File: src/rtl/dma_addr_count_regs_pkg.sv
// Shared types and register map for the DMA address/count register file.
// Optional autoinit reload is enabled by defining DMA_AUTOINIT_EN.
package dma_pkg;

  localparam int DMA_NUM_CH = 4;
  localparam int DMA_AW     = 16;

  localparam logic [3:0] ADDR_MODE  = 4'hB;
  localparam logic [3:0] ADDR_CLRFF = 4'hC;
  localparam logic [3:0] ADDR_MCLR  = 4'hD;

  typedef struct packed {
    logic autoinit;
    logic dec;
  } mode_t;

  typedef struct packed {
    logic [DMA_AW-1:0] base_addr;
    logic [DMA_AW-1:0] base_cnt;
    logic [DMA_AW-1:0] cur_addr;
    logic [DMA_AW-1:0] cur_cnt;
  } chan_regs_t;

  function automatic logic [7:0] sel_byte(input logic [DMA_AW-1:0] v, input logic hi);
    return hi ? v[DMA_AW-1:8] : v[7:0];
  endfunction

endpackage

File: src/rtl/dma_addr_count_regs_chan.sv
// One DMA channel: base/current address and count, mode bits, step/reload arithmetic, carry detect.
// DMA_AUTOINIT_EN enables reload of current registers from base on a terminal-count step.
module dma_chan_regs
  import dma_pkg::*;
(
  input  logic              clk,
  input  logic              rst_n,
  input  logic              i_mclr,
  input  logic              i_wr_addr,
  input  logic              i_wr_cnt,
  input  logic              i_wr_hi,
  input  logic              i_mode_wr,
  input  logic              i_step,
  input  logic [7:0]        i_data,
  output logic [DMA_AW-1:0] o_cur_addr,
  output logic [DMA_AW-1:0] o_cur_cnt,
  output logic              o_tc,
  output logic              o_carry
);

  localparam logic [DMA_AW-1:0] ONE = DMA_AW'(1);

  chan_regs_t        r_regs;
  mode_t             r_mode;
  logic              w_reload;
  logic [DMA_AW-1:0] w_next_addr;
  logic [DMA_AW-1:0] w_next_cnt;

  assign o_tc       = (r_regs.cur_cnt == '0);
  assign o_cur_addr = r_regs.cur_addr;
  assign o_cur_cnt  = r_regs.cur_cnt;

  always_comb begin
`ifdef DMA_AUTOINIT_EN
    w_reload = o_tc & r_mode.autoinit;
`else
    w_reload = 1'b0;
`endif
    if (w_reload) begin
      w_next_addr = r_regs.base_addr;
      w_next_cnt  = r_regs.base_cnt;
    end else begin
      w_next_addr = r_mode.dec ? (r_regs.cur_addr - ONE) : (r_regs.cur_addr + ONE);
      w_next_cnt  = r_regs.cur_cnt - ONE;
    end
  end

  // Carry also covers a reload that changes the upper byte.
  assign o_carry = i_step && (w_next_addr[DMA_AW-1:8] != r_regs.cur_addr[DMA_AW-1:8]);

`ifndef DMA_AUTOINIT_EN
  // Base registers and autoinit are still programmed, only the reload path is absent.
  logic w_unused_base;
  assign w_unused_base = ^{r_regs.base_addr, r_regs.base_cnt, r_mode.autoinit};
`endif

  always_ff @(posedge clk or negedge rst_n) begin
    if (!rst_n) begin
      r_regs <= '0;
      r_mode <= '0;
    end else if (i_mclr) begin
      r_regs <= '0;
      r_mode <= '0;
    end else begin
      if (i_mode_wr) begin
        r_mode.autoinit <= i_data[4];
        r_mode.dec      <= i_data[5];
      end
      if (i_wr_addr) begin
        if (i_wr_hi) begin
          r_regs.base_addr[DMA_AW-1:8] <= i_data;
          r_regs.cur_addr[DMA_AW-1:8]  <= i_data;
        end else begin
          r_regs.base_addr[7:0] <= i_data;
          r_regs.cur_addr[7:0]  <= i_data;
        end
      end
      if (i_wr_cnt) begin
        if (i_wr_hi) begin
          r_regs.base_cnt[DMA_AW-1:8] <= i_data;
          r_regs.cur_cnt[DMA_AW-1:8]  <= i_data;
        end else begin
          r_regs.base_cnt[7:0] <= i_data;
          r_regs.cur_cnt[7:0]  <= i_data;
        end
      end
      if (i_step) begin
        r_regs.cur_addr <= w_next_addr;
        r_regs.cur_cnt  <= w_next_cnt;
      end
    end
  end

endmodule

File: src/rtl/dma_addr_count_regs.sv
// 8237-style per-channel address/count register file: CPU slave port, byte pointer, svc_ch select, carry flag.
// Define DMA_AUTOINIT_EN to enable autoinit reload at terminal count.
module dma_addr_count_regs
  import dma_pkg::*;
#(
  parameter int NUM_CH = DMA_NUM_CH,
  parameter int AW     = DMA_AW
) (
  input  logic          clk,
  input  logic          rst_n,
  input  logic          CS_N,
  input  logic          IOW_N,
  input  logic          IOR_N,
  input  logic [3:0]    A,
  input  logic [7:0]    DB_in,
  output logic [7:0]    DB_out,
  output logic          DB_oe,
  input  logic          HLDA,
  input  logic [1:0]    svc_ch,
  input  logic          step,
  input  logic          upper_ack,
  output logic [AW-1:0] addr_o,
  output logic          TC,
  output logic          carryPresent
);

  logic              r_ff;
  logic              r_iow_q;
  logic              r_rd_q;
  logic              r_carry;
  logic              w_port_en;
  logic              w_wr;
  logic              w_rd;
  logic              w_reg_hit;
  logic              w_mclr;
  logic              w_clrff;
  logic              w_mode_wr;
  logic              w_step_ok;
  logic [2:0]        w_sel;
  logic [3:0]        w_ch_tc;
  logic [3:0]        w_ch_carry;
  logic [DMA_AW-1:0] w_cur_addr [4];
  logic [DMA_AW-1:0] w_cur_cnt  [4];

  assign w_sel     = A[3:1];
  assign w_reg_hit = (32'(w_sel) < NUM_CH);
  assign w_port_en = !CS_N && !HLDA;
  // A held-low write strobe acts once, on the cycle it is first seen low.
  assign w_wr      = w_port_en && !IOW_N && r_iow_q;
  assign w_rd      = w_port_en && !IOR_N;
  assign w_mclr    = w_wr && (A == ADDR_MCLR);
  assign w_clrff   = w_wr && (A == ADDR_CLRFF);
  assign w_mode_wr = w_wr && (A == ADDR_MODE);
  assign w_step_ok = step && HLDA;

  for (genvar ch = 0; ch < 4; ch++) begin : g_ch
    if (ch < NUM_CH) begin : g_inst
      dma_chan_regs u_chan (
        .clk        (clk),
        .rst_n      (rst_n),
        .i_mclr     (w_mclr),
        .i_wr_addr  (w_wr && (w_sel == 3'(ch)) && !A[0]),
        .i_wr_cnt   (w_wr && (w_sel == 3'(ch)) && A[0]),
        .i_wr_hi    (r_ff),
        .i_mode_wr  (w_mode_wr && (DB_in[1:0] == 2'(ch))),
        .i_step     (w_step_ok && (svc_ch == 2'(ch))),
        .i_data     (DB_in),
        .o_cur_addr (w_cur_addr[ch]),
        .o_cur_cnt  (w_cur_cnt[ch]),
        .o_tc       (w_ch_tc[ch]),
        .o_carry    (w_ch_carry[ch])
      );
    end else begin : g_tie
      assign w_cur_addr[ch] = '0;
      assign w_cur_cnt[ch]  = '0;
      assign w_ch_tc[ch]    = 1'b0;
      assign w_ch_carry[ch] = 1'b0;
    end
  end

  always_comb begin
    DB_out = 8'h00;
    if (w_rd && w_reg_hit) begin
      DB_out = sel_byte(A[0] ? w_cur_cnt[w_sel[1:0]] : w_cur_addr[w_sel[1:0]], r_ff);
    end
  end

  assign DB_oe        = w_rd;
  assign addr_o       = AW'(w_cur_addr[svc_ch]);
  assign TC           = w_ch_tc[svc_ch];
  assign carryPresent = r_carry;

  always_ff @(posedge clk or negedge rst_n) begin
    if (!rst_n) begin
      r_ff    <= 1'b0;
      r_iow_q <= 1'b1;
      r_rd_q  <= 1'b0;
      r_carry <= 1'b0;
    end else begin
      r_iow_q <= IOW_N;
      r_rd_q  <= w_rd && w_reg_hit;
      if (w_mclr) begin
        r_ff    <= 1'b0;
        r_carry <= 1'b0;
      end else begin
        // Reads advance the pointer when the access ends so the byte stays stable while IOR_N is low.
        if (w_clrff)
          r_ff <= 1'b0;
        else if (w_wr && w_reg_hit)
          r_ff <= ~r_ff;
        else if (r_rd_q && !(w_rd && w_reg_hit))
          r_ff <= ~r_ff;

        if (|w_ch_carry)
          r_carry <= 1'b1;
        else if (upper_ack)
          r_carry <= 1'b0;
      end
    end
  end

endmodule

File: config.mk
export PLATFORM = sky130hd
export DESIGN_NAME = dma_addr_count_regs
export DESIGN_NICKNAME = d
export VERILOG_FILES = /design/src/rtl/dma_addr_count_regs_pkg.sv /design/src/rtl/dma_addr_count_regs_chan.sv /design/src/rtl/dma_addr_count_regs.sv
export SDC_FILE = /design/constraint.sdc
export NUM_CORES = 1
export LEC_CHECK = 0
export CORE_ASPECT_RATIO = 2
export CORE_MARGIN = 2
export CORE_UTILIZATION = 45
export CTS_BUF_LIST = sky130_fd_sc_hd__clkbuf_2
export CTS_CLUSTER_DIAMETER = 100
export DETAILED_ROUTE_END_ITERATION = 10
export PLACE_DENSITY = 0.6
export SYNTH_ARGS = -nofsm -noshare
export SYNTH_HDL_FRONTEND = slang
export SYNTH_SLANG_ARGS = --single-unit
export TNS_END_PERCENT = 5
File: constraint.sdc
create_clock -name clk -period 7.75 [get_ports clk]
set_input_delay 1.55 -clock clk [delete_from_list [all_inputs] [get_ports clk]]
set_output_delay 1.55 -clock clk [all_outputs]
set_load 0.01 [all_outputs]
==> run_results.csv <==
group,metric,value,unit
run_status,status,"complete, no violations",
setup_path,crit_path_max_fanout,6,
logic_synthesis,yosysTopAreaCell,"dfrtp_1",
global_route,antenna_found_initial,1,
logic_synthesis,synthTopCellsByArea,"dfrtp_1 (28%), mux4_2 (11%), a21oi_1 (6.9%), ha_1 (6.3%), nor2_1 (4.7%)",
min_path,hp-class,"reg -> reg",
cts,post-cts-setup-buffer-count,0,
sta,finalCritPeriodShare,79.72,%
detailed_routing,ant_nets,0,
power,p_per_area,221.5,nW/um^2
floorplanning,die_w,119.1,um
logic_synthesis,synthFlopType,"dfrtp_1",
cts,cts_sinks,136,
setup_path,worst-r2r-cell-count,11,
global_route,track_usage,34.97,%
setup_path,criticalPathCategory,"reg -> out",
place,portBuffers,48,
sta,setup_viol,0,
final_layout,area_growth,8.416,%
setup_path,end_kind,"primary output",
floorplanning,design.core.area,26170,um^2
logic_synthesis,synthCells,1412,
setup_path,worstPathRequired,6.20,ns
global_route,grt_pass1_vias,11594,
sta,slew_viol_final,0,
detailed_routing,avgRoutedWirePerCell,26.72,um
sta,max_slew.worst_pin.slew,1.195,ns
logic_synthesis,ys_ff_latch,136,
logic_synthesis,synth.most_common_cell,"a21oi_1",
final_layout,finalInstanceArea,12930,um^2
final_layout,drive_gt1_share,8.977,%
logic_synthesis,synthTopCellsByCount,"a21oi_1 (165), nor2_1 (148), dfrtp_1 (135), nand2_1 (125), o21ai_0 (82)",
floorplanning,die_h,234.2,um
floorplanning,die_area,27890,um^2
sta,slew_headroom,20.35,%
sta,fmax,0.1618,GHz
detailed_routing,num_vias,11679,
sta,period_needed,6.179,ns
power,power.total,2.863,mW
logic_synthesis,synth_cell_type_count,83,
place,hpwl,37540,um
cts,cts_buffers,17,
logic_synthesis,async_flop_share,100.0,%
cts,cts_resized,0,
logic_synthesis,synth_edf_count,0,
place,placed_area,12690,um^2
min_path,holdPathStages,2,
setup_path,cp-start-kind,"flip-flop",
cts,cts-htree-levels,4,
sta,holdWs,0.5694,ns
global_route,grt_max_degree,72,
logic_synthesis,synth_seq_area_share,28.55,%
floorplanning,rows,84,
logic_synthesis,synth_nets,1498,
setup_path,cp_data_arrival_time,4.63,ns
logic_synthesis,synthDominantCellAreaShare,28.33,%
cts,insertion_delay,0.89,ns
global_route,grt_first_pass_wirelength,71640,um
floorplanning,ioPinCount,49,
floorplanning,start_util,45.56,%
logic_synthesis,yosys_warnings,0,
power,ir_drop,115.2,uV
final_layout,fin_util,49.39,%
cts,cts_tree,"built",
final_layout,layout.nets,1511,
run,drv_cap,0,
sta,setup_tns,0,ns
sta,rsz0062_at_grt,"no",
cts,path_clk_slew,0.20,ns
power,leakagePower,5.339,nW
detailed_routing,viasPerCell,6.547,
detailed_routing,drcViolationCount,0,
cts,cts_hold_buf,0,
global_route,overflow,0,
cts,root_buffer,"clkbuf_2",
detailed_routing,wl,47670,um
cts,clockBufferDepth,2,
detailed_routing,dr.pass1.iters,5,
detailed_routing,first_iter_violations,1228,
logic_synthesis,syn_area,11920,um^2
logic_synthesis,synth_area_per_cell,8.444,um^2
sta,finClkSkew,0.03642,ns
place,gp_congestion,1.016,
sta,finalHoldViolations,0,
metal layers:
metal  vias up  wire, um  global-route usage, %
met5         -         0                      0
met4         0      4122                  26.19
met3       195      2549                  5.156
met2       491     25000                  63.69
met1      5704     16000                  35.90
li1       5289         -                      -
report_power, final:
part / total, mW / switching, mW / internal, mW
Combinational: 1.17 / 0.608 / 0.560
Clock: 0.465 / 0.290 / 0.175
Sequential: 1.23 / 0.370 / 0.861
area by class of cell:
cell class / instances / area (um^2)
multi-input combinational: 1157 / 8075
inverter: 48 / 180.2
clock inverter: 12 / 133.9
antenna: 3 / 7.507
sequential: 136 / 3405
tap: 344 / 430.4
timing repair buffer: 65 / 599.3
fill: 2546 / 13240
clock buffer: 19 / 95.09
critical path: stages (launching register included):
cell and delay (ns):
dfrtp_1 0.48, nor3_1 0.37, nand2b_1 0.22, nor4_1 0.41, nand2b_1 0.17, nor2_1 0.38
nand2_1 0.10, nor4_1 0.55, a31oi_1 0.10, o211ai_1 0.38, clkdlybuf4s50_1 0.62
cell usage in the layout, fill, tap and decap left out, types with 11 or more instances in the layout:
master and count:
a211oi_1 15, a21o_1 21, a21oi_1 165, a31oi_1 32
buf_4 17, clkbuf_2 19, clkdlybuf4s50_1 45, dfrtp_1 135
ha_1 60, inv_1 47, mux4_2 56, nand2_1 125
nand2b_1 22, nand3_1 25, nand4_1 12, nor2_1 148
nor2b_1 16, nor3_1 37, nor4_1 14, o21a_1 12
o21ai_0 82, o21ai_1 73, o31ai_1 11, or3_1 11
xnor2_1 57, xor2_1 20
registers in the layout, summed over array words and instances (netlist names):
signal / count
r_iow_q: 1
r_rd_q: 1
g_ch.g_inst.u_chan.r_mode: 4
carryPresent: 1
g_ch.g_inst.u_chan.o_cur_addr: 64
r_ff: 1
g_ch.g_inst.u_chan.o_cur_cnt: 64
final timing paths:
path | end | from | slack, ns
setup / recovery | TC | g_ch[0].g_inst.u_chan.o_cur_cnt[6] | 1.57
min in group asynchronous | g_ch[0].g_inst.u_chan.o_cur_cnt[10] | rst_n | 0.67
max in group asynchronous | g_ch[3].g_inst.u_chan.o_cur_addr[12] | rst_n | 5.68
hold reg to reg | g_ch[2].g_inst.u_chan.o_cur_cnt[14] | g_ch[2].g_inst.u_chan.o_cur_cnt[14] | 0.57
setup reg to reg | carryPresent | g_ch[3].g_inst.u_chan.r_mode[0] | 3.73
hold / removal | g_ch[2].g_inst.u_chan.o_cur_cnt[14] | g_ch[2].g_inst.u_chan.o_cur_cnt[14] | 0.57
through the flow:
step	setup WS (ns)	std cells
floorplan	2.764	1412
global placement	1.872	1750
detailed placement	1.874	1750
CTS	1.752	1781
global route	1.533	1782
finish	1.571	1784
kinds of logic (layout without fill, tap and decap cells):
group	after synthesis	after routing	share of synthesized area, %
mux	64	64	11.28
xor+xnor	81	81	6.422
other cells	0	3	0
buf+inv	119	144	3.799
simple gates	453	453	18.00
fa+ha+maj	64	64	6.968
flops	136	136	28.55
compound gates	495	495	24.98
No activity file was read; power rests on OpenSTA's default activity.
